$ cat config.mk
export PLATFORM = sky130hd
export DESIGN_NAME = dcache_responder
export DESIGN_NICKNAME = d
export VERILOG_FILES = /design/src/rtl/dcache_responder.sv
export SDC_FILE = /design/constraint.sdc
export NUM_CORES = 1
export LEC_CHECK = 0
export BUFFER_PORTS_ARGS = -buffer_cell sky130_fd_sc_hd__buf_4
export CAP_MARGIN = 0
export CORE_ASPECT_RATIO = 0.6
export CORE_UTILIZATION = 50
export CTS_CLUSTER_SIZE = 12
export DETAILED_ROUTE_END_ITERATION = 12
export HOLD_SLACK_MARGIN = 0.03
export PLACE_DENSITY = 0.77
export SYNTH_ARGS = -nofsm -noshare
export SYNTH_HDL_FRONTEND = slang
export SYNTH_SLANG_ARGS = --single-unit
$ cat constraint.sdc
create_clock -name clk -period 4.1 [get_ports clk]
set_clock_uncertainty 0.05 [all_clocks]
set_input_delay 0.205 -clock clk [delete_from_list [all_inputs] [get_ports clk]]
set_output_delay 0.205 -clock clk [all_outputs]
set_load 0.05 [all_outputs]
$ cat src/rtl/dcache_responder.sv
`timescale 1ns/1ps
// dcache_responder
// Direct-mapped, write-through / no-write-allocate data cache sitting between
// a pipelined core's MEM stage and a simple request/ack backing memory.
// Read hits are answered combinationally in IDLE. Misses and writes stall the
// core, run one memory transaction, then spend one RESP cycle releasing it.
//
// Ports
//   clk, rst (async, active-low)
//   cpu_addr/cpu_rd/cpu_wr/cpu_wdata  : core request, held while cpu_stall=1
//   cpu_rdata/cpu_stall               : core response
//   mem_req/mem_we/mem_addr/mem_wdata : backing-memory request
//   mem_rdata/mem_ack                 : backing-memory completion
//   hit_cnt/miss_cnt                  : only with DCACHE_STATS_EN defined
//
// Build option: define DCACHE_STATS_EN to add saturating 16-bit hit/miss
// counters and their output ports.
//
// state  | meaning
// IDLE   | accept request; read hits answered here
// FILL   | read miss, fetching line from memory
// WRITE  | write-through to memory, update line on hit
// RESP   | release stall; reads return the fill register
module dcache_responder #(
  parameter int LINES = 8,
  parameter int AW    = 16,
  parameter int DW    = 16
) (
  input  logic          clk,
  input  logic          rst,
  input  logic [AW-1:0] cpu_addr,
  input  logic          cpu_rd,
  input  logic          cpu_wr,
  input  logic [DW-1:0] cpu_wdata,
  output logic [DW-1:0] cpu_rdata,
  output logic          cpu_stall,
  output logic          mem_req,
  output logic          mem_we,
  output logic [AW-1:0] mem_addr,
  output logic [DW-1:0] mem_wdata,
  input  logic [DW-1:0] mem_rdata,
  input  logic          mem_ack
`ifdef DCACHE_STATS_EN
  ,
  output logic [15:0]   hit_cnt,
  output logic [15:0]   miss_cnt
`endif
);

  localparam int IW = $clog2(LINES);
  localparam int TW = AW - IW;

  typedef enum logic [1:0] {
    S_IDLE  = 2'd0,
    S_FILL  = 2'd1,
    S_WRITE = 2'd2,
    S_RESP  = 2'd3
  } state_t;

  state_t state_q, state_d;

  logic [LINES-1:0] valid_q;
  logic [TW-1:0]    tag_q  [LINES];
  logic [DW-1:0]    data_q [LINES];

  logic [AW-1:0] addr_q;
  logic [DW-1:0] wdata_q;
  logic          op_we_q;
  logic [DW-1:0] fill_q;

  logic [IW-1:0] cpu_idx;
  logic [TW-1:0] cpu_tag;
  logic          cpu_hit;
  logic [IW-1:0] req_idx;
  logic [TW-1:0] req_tag;
  logic          req_hit;

  logic          capture;
  logic          fill_we;
  logic          wr_upd;
  logic          stall_d;
  logic [DW-1:0] rdata_d;

  assign cpu_idx = cpu_addr[IW-1:0];
  assign cpu_tag = cpu_addr[AW-1:IW];
  assign cpu_hit = valid_q[cpu_idx] && (tag_q[cpu_idx] == cpu_tag);

  // The outstanding transaction works from the captured address, not from
  // cpu_addr, so the memory side is immune to the core's bus after capture.
  assign req_idx = addr_q[IW-1:0];
  assign req_tag = addr_q[AW-1:IW];
  assign req_hit = valid_q[req_idx] && (tag_q[req_idx] == req_tag);

  always_comb begin
    state_d = state_q;
    capture = 1'b0;
    fill_we = 1'b0;
    wr_upd  = 1'b0;
    stall_d = 1'b0;
    rdata_d = '0;
    unique case (state_q)
      S_IDLE: begin
        // Write takes priority over read when both are asserted.
        if (cpu_wr) begin
          stall_d = 1'b1;
          capture = 1'b1;
          state_d = S_WRITE;
        end else if (cpu_rd) begin
          if (cpu_hit) begin
            rdata_d = data_q[cpu_idx];
          end else begin
            stall_d = 1'b1;
            capture = 1'b1;
            state_d = S_FILL;
          end
        end
      end
      S_FILL: begin
        stall_d = 1'b1;
        if (mem_ack) begin
          fill_we = 1'b1;
          state_d = S_RESP;
        end
      end
      S_WRITE: begin
        stall_d = 1'b1;
        if (mem_ack) begin
          // No-write-allocate: only a line already holding this address changes.
          wr_upd  = req_hit;
          state_d = S_RESP;
        end
      end
      S_RESP: begin
        if (!op_we_q) begin
          rdata_d = fill_q;
        end
        state_d = S_IDLE;
      end
      default: state_d = S_IDLE;
    endcase
  end

  // Core-facing outputs are combinational from the request, so they are
  // masked by reset to stay quiet while a core holds a request during reset.
  assign cpu_stall = stall_d & rst;
  assign cpu_rdata = rst ? rdata_d : '0;

  // mem_req is decoded from state, so it drops the cycle after mem_ack and
  // immediately on reset.
  assign mem_req   = (state_q == S_FILL) || (state_q == S_WRITE);
  assign mem_we    = (state_q == S_WRITE);
  assign mem_addr  = addr_q;
  assign mem_wdata = wdata_q;

  always_ff @(posedge clk or negedge rst) begin
    if (!rst) begin
      state_q <= S_IDLE;
      valid_q <= '0;
      addr_q  <= '0;
      wdata_q <= '0;
      op_we_q <= 1'b0;
      fill_q  <= '0;
    end else begin
      state_q <= state_d;
      if (capture) begin
        addr_q  <= cpu_addr;
        op_we_q <= cpu_wr;
        if (cpu_wr) begin
          wdata_q <= cpu_wdata;
        end
      end
      if (fill_we) begin
        valid_q[req_idx] <= 1'b1;
        fill_q           <= mem_rdata;
      end
    end
  end

  // Tag and data storage carry no reset; valid_q alone qualifies them.
  always_ff @(posedge clk) begin
    if (fill_we) begin
      tag_q[req_idx]  <= req_tag;
      data_q[req_idx] <= mem_rdata;
    end else if (wr_upd) begin
      data_q[req_idx] <= wdata_q;
    end
  end

`ifdef DCACHE_STATS_EN
  logic [15:0] hit_cnt_q;
  logic [15:0] miss_cnt_q;
  logic        stat_ev;

  // One event per request seen in IDLE: a held read hit counts every cycle
  // it is presented, a miss or write counts once as it leaves IDLE.
  assign stat_ev = (state_q == S_IDLE) && (cpu_rd || cpu_wr);

  always_ff @(posedge clk or negedge rst) begin
    if (!rst) begin
      hit_cnt_q  <= '0;
      miss_cnt_q <= '0;
    end else if (stat_ev) begin
      if (cpu_hit) begin
        if (hit_cnt_q != 16'hFFFF) begin
          hit_cnt_q <= hit_cnt_q + 16'd1;
        end
      end else begin
        if (miss_cnt_q != 16'hFFFF) begin
          miss_cnt_q <= miss_cnt_q + 16'd1;
        end
      end
    end
  end

  assign hit_cnt  = hit_cnt_q;
  assign miss_cnt = miss_cnt_q;
`endif

endmodule
-- Word level (Yosys, flattened, before mapping)
Memory sizes are Yosys's and may differ from the RTL's.
Index checks and enable logic that the tools add are counted.
- magnitude comparators: 3
- equal/unequal tests: 8
- muxes and demuxes: 32
- bitwise gates (word level): 3
- reduce and logical (&&, ||, !) cells: 8
- operators with widths (cell ; count):
    2-to-1 mux 16 bit ; 6
    one-hot mux 16 bit (2 select lines) ; 1
    equality test 13 bit ; 2
    2-to-1 mux 1 bit ; 16
    < comparator 3 x 4 -> 1 bit (second input constant) ; 2
    2-to-1 mux 2 bit ; 4
    bitwise OR 8 bit ; 1
    binary-select mux 1 bit (select 3 bit) ; 2
    inequality test 3 bit (second input constant) ; 2
    one-hot mux 2 bit (3 select lines) ; 1
    equality test 2 bit (second input constant) ; 2
    demux 1 bit (select 3 bit) ; 1
    >= comparator 3 x 1 -> 1 bit (second input constant) ; 1
    logical AND 1 bit ; 3
    AND reduction 3 bit ; 1
    equality test 2 x 1 -> 1 bit (second input constant) ; 1
    logical NOT 2 bit ; 1
    inequality test 2 x 1 -> 1 bit (second input constant) ; 1
    one-hot mux 1 bit (2 select lines) ; 1
    AND reduction 2 bit ; 1
    OR reduction 2 bit ; 1
    bitwise AND 1 bit ; 1
    logical OR 1 bit ; 1
    bitwise OR 1 bit ; 1
- register bits: 59
- RAM bits: 232
- bits of input ports: 53
- output and inout port bits: 51
- logic and storage cells: 62
- memories: 2
- memory list (memory ; words ; width ; rd ports ; clocked after memory_dff ; wr ports ; RTL line ; text):
    data_q ; 8 ; 16 ; 1 ; 0 ; 1 ; 64 ; logic [DW-1:0] data_q [LINES];
    tag_q ; 8 ; 13 ; 2 ; 0 ; 1 ; 63 ; logic [TW-1:0] tag_q [LINES];

-- Depth between registers and ports, before layout
Gate-level depths: netlist of the first run.
- word-level depth: 9
- mapped depth: 12
- depth with buffers taken out: 7

-- Worst setup path before layout of the first run
Ideal clock, no wire load.
- path type: register -> register
- start: register addr_q[2] (netlist: mem_addr[2])
- end: memory data_q[0][0], enable pin
- library setup time: 0.414 ns
- arrival: 3.786 ns
- data required time: 3.636 ns
- path slack: -0.150 ns
- cell stages (with the launch flop): 9
- path buffers: 1
- clock period less this slack: 4.250 ns
- cell sequence: dfrtp_1 > buf_2 > mux2_2 > a221o_1 > a2bb2oi_1 > xnor2_1 > nor4_1 > nand3_1 > a211oi_1
- word-level cells in the longest chain between the ends: 9
- elaborated cells between the ends (all ways): 11
- classes of those cells: eq/ne (1); mux (7); bitwise (1); reduce/logical (1); memory (1)
- ends and longest elaborated chain (item ; RTL line ; text):
    start: declaration ; 66 ; logic [AW-1:0] addr_q;
    start signal: assignment ; 166 ; addr_q <= cpu_addr;
    memory read (8 x 13 bit) or binary-select mux 1 bit (select 3 bit) (tied branches) ; - ;
    equality test 13 bit or 2-to-1 mux 1 bit (tied branches) ; 92 ; assign req_hit = valid_q[req_idx] && (tag_q[req_idx] == req_tag);
    logical AND 1 bit ; 92 ;
    2-to-1 mux 1 bit ; 127 ; if (mem_ack) begin
    2-to-1 mux 1 bit ; 101 ; unique case (state_q)
    2-to-1 mux 1 bit ; 184 ; end else if (wr_upd) begin
    2-to-1 mux 1 bit ; 181 ; if (fill_we) begin
    2-to-1 mux 1 bit (implied by the code) ; 185 ; data_q[req_idx] <= wdata_q;
    bitwise OR 1 bit (no source line) ; - ;
    end: declaration ; 64 ;
Parallel ways exist; a longest one is shown, timed or not. The select of a mux whose other input is x is not followed.

==> reports/summary.md, run 1 <==
Measured in cells, the most critical reg-to-reg path has a length of 10. The post-synth net total was 800. Yosys mapped a number of flops with a built-in enable equal to 232.

The classification of the worst-slack hold path is in -> async. The arrival time at the worst endpoint is 3.70 ns. Buffers inserted during clock tree synthesis total 28.

The largest fanout of any net on the critical path is 10, and the leakage power summed over all cells is 5.673 nW. For the maximum number of buffers from clock root to sink, the log shows 3. Once detail routing completed, the nets flagged for antenna violations numbered 0. In this run, distinct cell masters in the synthesized netlist total 60.

The post-detailed-route wirelength per cell was 24.26 um. The largest net degree at the start of global routing was 38. The tools report the sequential area share after synthesis as 0.6513. The floorplan step set the die height to 126.7 um. The switching power as a share of total power was 0.3577; the achievable clock frequency was 0.2528 GHz.

At the later pin of the worst-skew pair, clock insertion delay measures 0.56 ns. The die area is 0.02660 mm2, and the placer congestion estimate is 0.8435. The largest family of logic cells by synthesized area is multiplexers. The critical setup path kind was reg -> out. The number of optimization iterations in the first detailed-route pass is 5. In this run the clock root is driven by a clkbuf_16. The run gives 0.5105 as the effective utilization at floorplan. Setup repair after global routing left no endpoint under its margin.

The origin of the critical flop-to-flop path is mem_addr[1]. The number of antenna violations at the first check in global routing is 0. After filler insertion, the fill cell instance count of the layout stands at 1839.

The tools report the part of the power in registers as 0.428. TritonCTS built the clock tree. After synthesis the netlist holds a flip-flop and latch count of 291.

The worst slew margin relative to its limit came out at 0.2611. The share of the synthesized netlist area taken by xor and xnor gates is 0.01486. The internal power was 6.482 mW. Critical path startpoint category: a flip-flop.

The multi-input combinational cells in the finished layout cover a total of 0.004313 mm2. Dominant register cell in the synthesized netlist: edfxtp_1. In the layout the commonest cells are edfxtp_1 (232), buf_4 (139), mux2_2 (76), mux2i_1 (64), dfrtp_1 (57).

Before CTS, the worst setup slack after placement is 0.2893 ns. In this run the core area contains 45 standard-cell rows. The logs give 0.235 for the part of the total power dissipated in the clock network and 1 for the number of levels in the clock H-tree. The final cycle utilization of the critical path is 0.9648, and the count of unresolved DRC violations after routing is 0. The run gives 10.09 mW as the total power draw. The number of top-level design ports is 104, and the final antenna diode count is 0. The share of total power in combinational logic was 0.337. On the critical path, the stage with the largest delay is an instance of or4b_4. Across all hold checks on the routed design, the worst slack comes to 0.06672 ns. Summed over all instances, the cell type with the most area after synthesis is edfxtp_1.

The share of synthesized registers carrying an async set or reset is 0.2027. The power density relative to cell area was 643.1 mW/mm2. Summed over all layers, the routed wires come to 31420 um. By area the synthesized netlist is led by edfxtp_1 (54%), dfrtp_1 (11%), mux4_2 (9.6%). From synthesis to final layout, the design area changed by 21.05%. Summed over all layers, the global routing overflow is 0.

The first global-routing pass estimated 47640 um of wire. The share of the synthesized area in the top cell type came out at 0.5374. Initial DRC count: 837. Delay contributed by the slowest stage of the critical path: 0.62 ns. The all-layer global routing usage is 0.2415.

Counting both buffers and inverters, the worst setup path holds a total of 2. The tools report the endpoint type of the worst setup path as an output port. The number of instances in the synthesized netlist is 742.

The post-synthesis mux area share is 0.2197. The maximum vdd drop is 0.4085 mV, and the width of the die is 209.9 um. The worst endpoint required time was 3.85 ns. The fraction of the mapped netlist area in compound gates was 0.04768. The most frequent cell on the critical path was buf_4. The signal on the critical path passes through mux4_2 > mux2i_1 > xor2_1 > nand4_1 > or4b_4 > or3_4 > buf_4 > o21ai_2 > buf_4. The minimum clock period after layout is 3.956 ns. The run gives 0 as the total count of max-transition violations in the final report. The run gives 291 as the number of sinks handled by clock tree synthesis. Across all register-to-register paths, the minimum setup slack is 0.34 ns. Leaving out fill and tap cells, the most frequent cell in the layout is edfxtp_1. The tools report the reg-to-reg critical path endpoint as data_q[7][3].

The fraction of final layout cells sized beyond drive strength 1 is 0.3733, and the detailed placement HPWL is 20670 um. The arithmetic-cell share of the synthesized area counting full adders, half adders and majority gates is 0.004826, and the core area is 0.02539 mm2. The tools report the net switching power of the design as 3.610 mW. The logs give 979 for the final-stage net count and 0 for the total of warnings raised by yosys. For the total number of vias, the log shows 7692.

The post-synthesis share of cell area spent on and, or, nand and nor gates works out to 0.03947. Setup violations remaining at the end of the flow were counted as 0. The mapped netlist covers 0.01296 mm2.

The run gives 7758 as the via count of the first global-routing pass. The post-layout worst setup margin is 0.1444 ns, and the number of buffers added on ports is 103. In the final layout, flip-flops and latches occupy 0.008446 mm2. For the pin with the worst max-slew slack, the measured transition is 1.107 ns. The category of cells accounting for the largest share of critical-path delay is simple AND/OR/NAND/NOR gates. After synthesis, the mean cell area works out to 17.47 um2. After clock tree synthesis, the clock-pin slew on the worst setup and hold paths is 0.07 ns. The max-cap check violation count was 0; the final hold violation count was 0. In the routed layout, each cell is associated on average with a via count of 5.940. The run finished with clean final reports.
-- state kept, by name, summed over array words and instances, names as in the netlist --
signal	cells
mem_addr	16
valid_q	8
tag_q	104
mem_wdata	16
state_q	2
data_q	128
fill_q	16
op_we_q	1
-- what timing repair did --
action,CTS,global route
endpoints found under the hold margin,93,0
endpoints found under the setup margin,0,10
hold buffers,47,0
setup buffers,0,1
resized for setup,0,1
-- Yosys cell counts, drive strengths merged, types with 6 or more instances --
master  instances
nor2            8
nand3          10
buf            28
a21oi           7
or2             9
o22ai           9
dfrtp          59
a211oi          9
xnor2           7
a221oi          6
nand2          24
clkbuf         16
mux2i          64
inv             6
edfxtp        232
o21ai          22
xor2           15
mux2           79
mux4           58
nor3            7
-- cell families (layout without fill, tap and decap cells) --
| kind of cell | after synthesis | after routing |
|---|---|---|
| flops | 291 | 291 |
| mux | 201 | 201 |
| simple gates | 92 | 92 |
| fa+ha+maj | 5 | 5 |
| xor+xnor | 22 | 22 |
| buf+inv | 50 | 251 |
| compound gates | 81 | 81 |
-- per-stage QoR --
| step | utilization | TNS [ns] | instances | area, um2 |
|---|---|---|---|---|
| after global routing | 0.6180 | 0 | 1295 | 15690 |
| final | 0.6180 | 0 | 1295 | 15690 |
| after floorplan | - | -18.09 | 742 | 12960 |
| after CTS | 0.6175 | 0 | 1294 | 15680 |
| after detailed placement | 0.5668 | 0 | 1195 | 14390 |
| after global placement | 0.5668 | 0 | 1195 | 14390 |
-- area by class of cell --
type	count	area share
multi-input combinational	401	0.2748
timing repair buffer	193	0.1054
sequential	291	0.5382
clock inverter	2	0.001515
clock buffer	50	0.05055
inverter	6	0.001435
tap	352	0.02807
-- power groups by stage --
| stage | sequential, mW | clock (mW) | combinational, mW |
|---|---|---|---|
| floorplan | 4.74 | 0 | 1.81 |
| global placement | 4.34 | 0 | 3.29 |
| detailed placement | 4.37 | 0 | 3.33 |
| CTS | 4.31 | 2.41 | 3.38 |
| global route | 4.38 | 2.53 | 3.59 |
| finish | 4.32 | 2.37 | 3.40 |
-- worst max-delay path by stage --
stage,start,end,cells after the start
after floorplan,mem_addr[2],data_q[0][0],8
after global placement,cpu_addr[0],cpu_rdata[11],11
after detailed placement,cpu_addr[0],cpu_rdata[13],11
after CTS,tag_q[5][6],cpu_rdata[11],9
after global routing,tag_q[5][6],cpu_rdata[9],9
final,tag_q[5][6],cpu_rdata[9],9
-- metal layers --
layer / routed length [um] / track usage
met5: 0 / 0
met4: 542 / 0.05410
met2: 13320 / 0.3430
met1: 14350 / 0.3715
met3: 3198 / 0.06487
(Power assumes the default switching activity.)
==> inputs of run 2 (changes only) <==
- CORE_UTILIZATION: 50 -> 54
- CTS_CLUSTER_SIZE: 12 -> 16
- PLACE_DENSITY: 0.77 -> 0.82
==> reports/summary.md, run 2 (same netlist as run 1, synthesis figures left out) <==
The tools report the aggregate routed wire length as 30920 um (-1.6%). The source-to-sink clock delay at the later pin of the worst-skew pair is 0.53 ns (-0.03 ns). The total instance count after detailed placement was 1154 (-3.4%). The total power draw was 10.31 mW (+2.1%). For the die area, the log shows 0.02465 mm2 (-7.3%). In this run the clock root is driven by a clkbuf_16. The via-per-instance ratio is 6.118 (+3.0%), and the worst endpoint required time is 3.85 ns (about the same). The total count of max-transition violations in the final report is 0 (unchanged), and the via count of the first global-routing pass is 7576 (-2.3%). The run gives 0.01432 mm2 (-0.48%) as the placement-stage cell area. The width of the die is 202.0 um (-3.7%), and the final hold violation count is 0 (unchanged).

For the max-cap check violation count, the log shows 0 (unchanged). Worst-margin pin slew: 1.237 ns (+0.1296 ns). The placer congestion estimate is 0.8733 (+3.5%), and the effective utilization at floorplan is 0.5552 (+0.04467).

The number of levels in the clock H-tree is 1 (unchanged), and the overflow left after global routing is 0 (unchanged). The initial DRC count came out at 767 (-8.4%). For the worst slew margin relative to its limit, the log shows 0.1742 (-0.08687). The register bank with the most flops was data_q. The leading cell type in the layout, fill and taps excluded was edfxtp_1.

The number of sinks handled by clock tree synthesis was 291 (unchanged). Setup repair after global routing left no endpoint under its margin. The run gives 0.2527 GHz (about the same) as the achievable clock frequency.

The tools report the count of unresolved DRC violations after routing as 0 (unchanged). The tools report the cell area after layout as 0.01571 mm2 (+0.13%). For the number of antenna violations at the first check in global routing, the log shows 0 (unchanged).

The run gives 0.2590 (+0.01751) as the all-layer global routing usage. The delay contributed by the slowest stage of the critical path was 0.55 ns (-0.07 ns); the largest fanout of any net on the critical path was 16 (+6). The most frequent cell on the critical path was buf_4. The critical path startpoint category was a flip-flop.

The power density relative to cell area works out to 655.9 mW/mm2 (+2.0%). The logs give 973 (-0.61%) for the final-stage net count and 43 (-4.4%) for the cell row count. The detailed placement HPWL was 19780 um (-4.3%). The logs give 62 (+63%) for the largest net degree at the start of global routing and 0.3462 mV (-15%) for the maximum vdd drop.

The post-layout worst setup margin is 0.1422 ns (-0.002254 ns). The run gives 104 (unchanged) as the number of top-level design ports. For the core area, the log shows 0.02335 mm2 (-8.0%).

TritonCTS built the clock tree. The run gives 3.70 ns (about the same) as the arrival time at the worst endpoint. Placement-stage worst setup slack: -0.2088 ns (-0.4981 ns). The final antenna diode count is 0 (unchanged).

The number of buffers created by CTS was 26 (-7.1%); the residual antenna-violating net count after detailed routing was 0 (unchanged). Post-detailed-route wirelength per cell: 24.73 um (+1.9%). The endpoint type of the worst setup path is an output port.

The tools report the non-filler instance count after layout as 1250 (-3.5%). In the final layout, the registers with the most flip-flops are data_q x128, tag_q x104. The minimum clock period after layout was 3.958 ns (+0.002254 ns); the final cycle utilization of the critical path was 0.9653 (about the same). Leaving out fill and tap cells, the most frequent cells in the layout are edfxtp_1 (232), buf_4 (134), mux2_2 (76), mux2i_1 (64), dfrtp_1 (56). The flip-flop count of the largest register after layout was 128 (unchanged).

The register-to-register path setup slack is 0.31 ns (-0.03 ns). The die boundary height is 122.0 um (-3.7%), and the fraction of final layout cells sized beyond drive strength 1 is 0.3861 (+0.01282). The leakage power summed over all cells was 5.717 nW (+0.78%); the global-route wire length before repair was 47110 um (-1.1%).

The flow ran to the end, and the final reports show no timing, DRC or antenna violations. The run gives 0 (unchanged) as the count of endpoints failing setup in the final report. The post-CTS clock slew at the launch and capture registers of the worst setup and hold paths was 0.07 ns (about the same). The critical setup path kind is reg -> out.

The number of optimization iterations in the first detailed-route pass came out at 5 (unchanged). The slowest stage of the critical path is the or4b_4 cell. The number of buffers added on ports works out to 103 (unchanged). The min-delay analysis places its worst path in the category in -> reg. Traced cell by cell, the critical path runs through mux4_1 > mux2i_1 > xor2_1 > nand4_1 > buf_4 > or4b_4 > or3_1 > buf_4 > o21ai_0 > buf_4. For the total number of vias, the log shows 7647 (-0.59%). The maximum number of buffers from clock root to sink was 3 (unchanged); the area growth from synthesis to layout was 21.20%.
run 2: cell count changes in the layout (fill, tap and decap cells not counted), sizes merged:
cell,delta
clkbuf,-14
clkinv,+7
bufinv,+3
buf,-4
run 2: stage by stage:
step	util	setup TNS [ns]	hold WS, ns
3_5_place_dp	0.6134	-22.09	0.3917
6_report	0.6729	0	0.1503
2_1_floorplan	-	-18.09	-0.1406
5_1_grt	0.6729	0	0.1888
3_3_place_gp	0.6134	-3.378	0.3880
4_1_cts	0.6723	0	0.1376
run 2: power breakdown:
part	switching [mW]	total (mW)	internal, mW
Combinational	2.04	3.42	1.38
Clock	1.07	2.55	1.49
Sequential	0.506	4.33	3.83
run 2: layer usage:
metal | vias to the layer above | GRT usage | part of all wire
met5 | - | 0 | 0
li1 | 3330 | - | -
met3 | 44 | 0.05511 | 0.099
met1 | 3879 | 0.4030 | 0.46
met2 | 394 | 0.3817 | 0.43
met4 | 0 | 0.04356 | 0.014
run 2: area by class of cell:
cell class / instances / area (um2)
multi-input combinational: 401 / 4312
inverter: 6 / 22.52
timing repair buffer: 189 / 1637
sequential: 291 / 8447
clock buffer: 36 / 759.5
clock inverter: 12 / 141.4
fill: 1549 / 7637
tap: 315 / 394.1
run 2: repair_timing:
item                                   4_1_cts  5_1_grt
setup buffers                                0        1
setup endpoints to repair                  128      119
endpoints found under the hold margin      105        0
gates resized for setup                      2        3
pin swaps                                    0        1
hold buffers                                47        0
run 2: worst paths after layout:
check | depth (start not counted) | start | to
setup / recovery | 10 | tag_q[6][4] | cpu_rdata[4]
hold / removal | 4 | mem_ack | state_q[0]
setup reg to reg | 9 | mem_addr[0] | data_q[4][12]
hold reg to reg | 1 | valid_q[1] | valid_q[1]
max in group asynchronous | 3 | rst | mem_addr[1]
min in group asynchronous | 3 | rst | mem_addr[10]
run 2: worst max-delay path, delay by kind of cell, from the launching register on:
kind / cells / cell delay, ns
mux: 2 / 0.70
buf+inv: 3 / 0.64
compound gates: 1 / 0.24
xor+xnor: 1 / 0.18
flops: 1 / 0.40
simple gates: 3 / 1.00
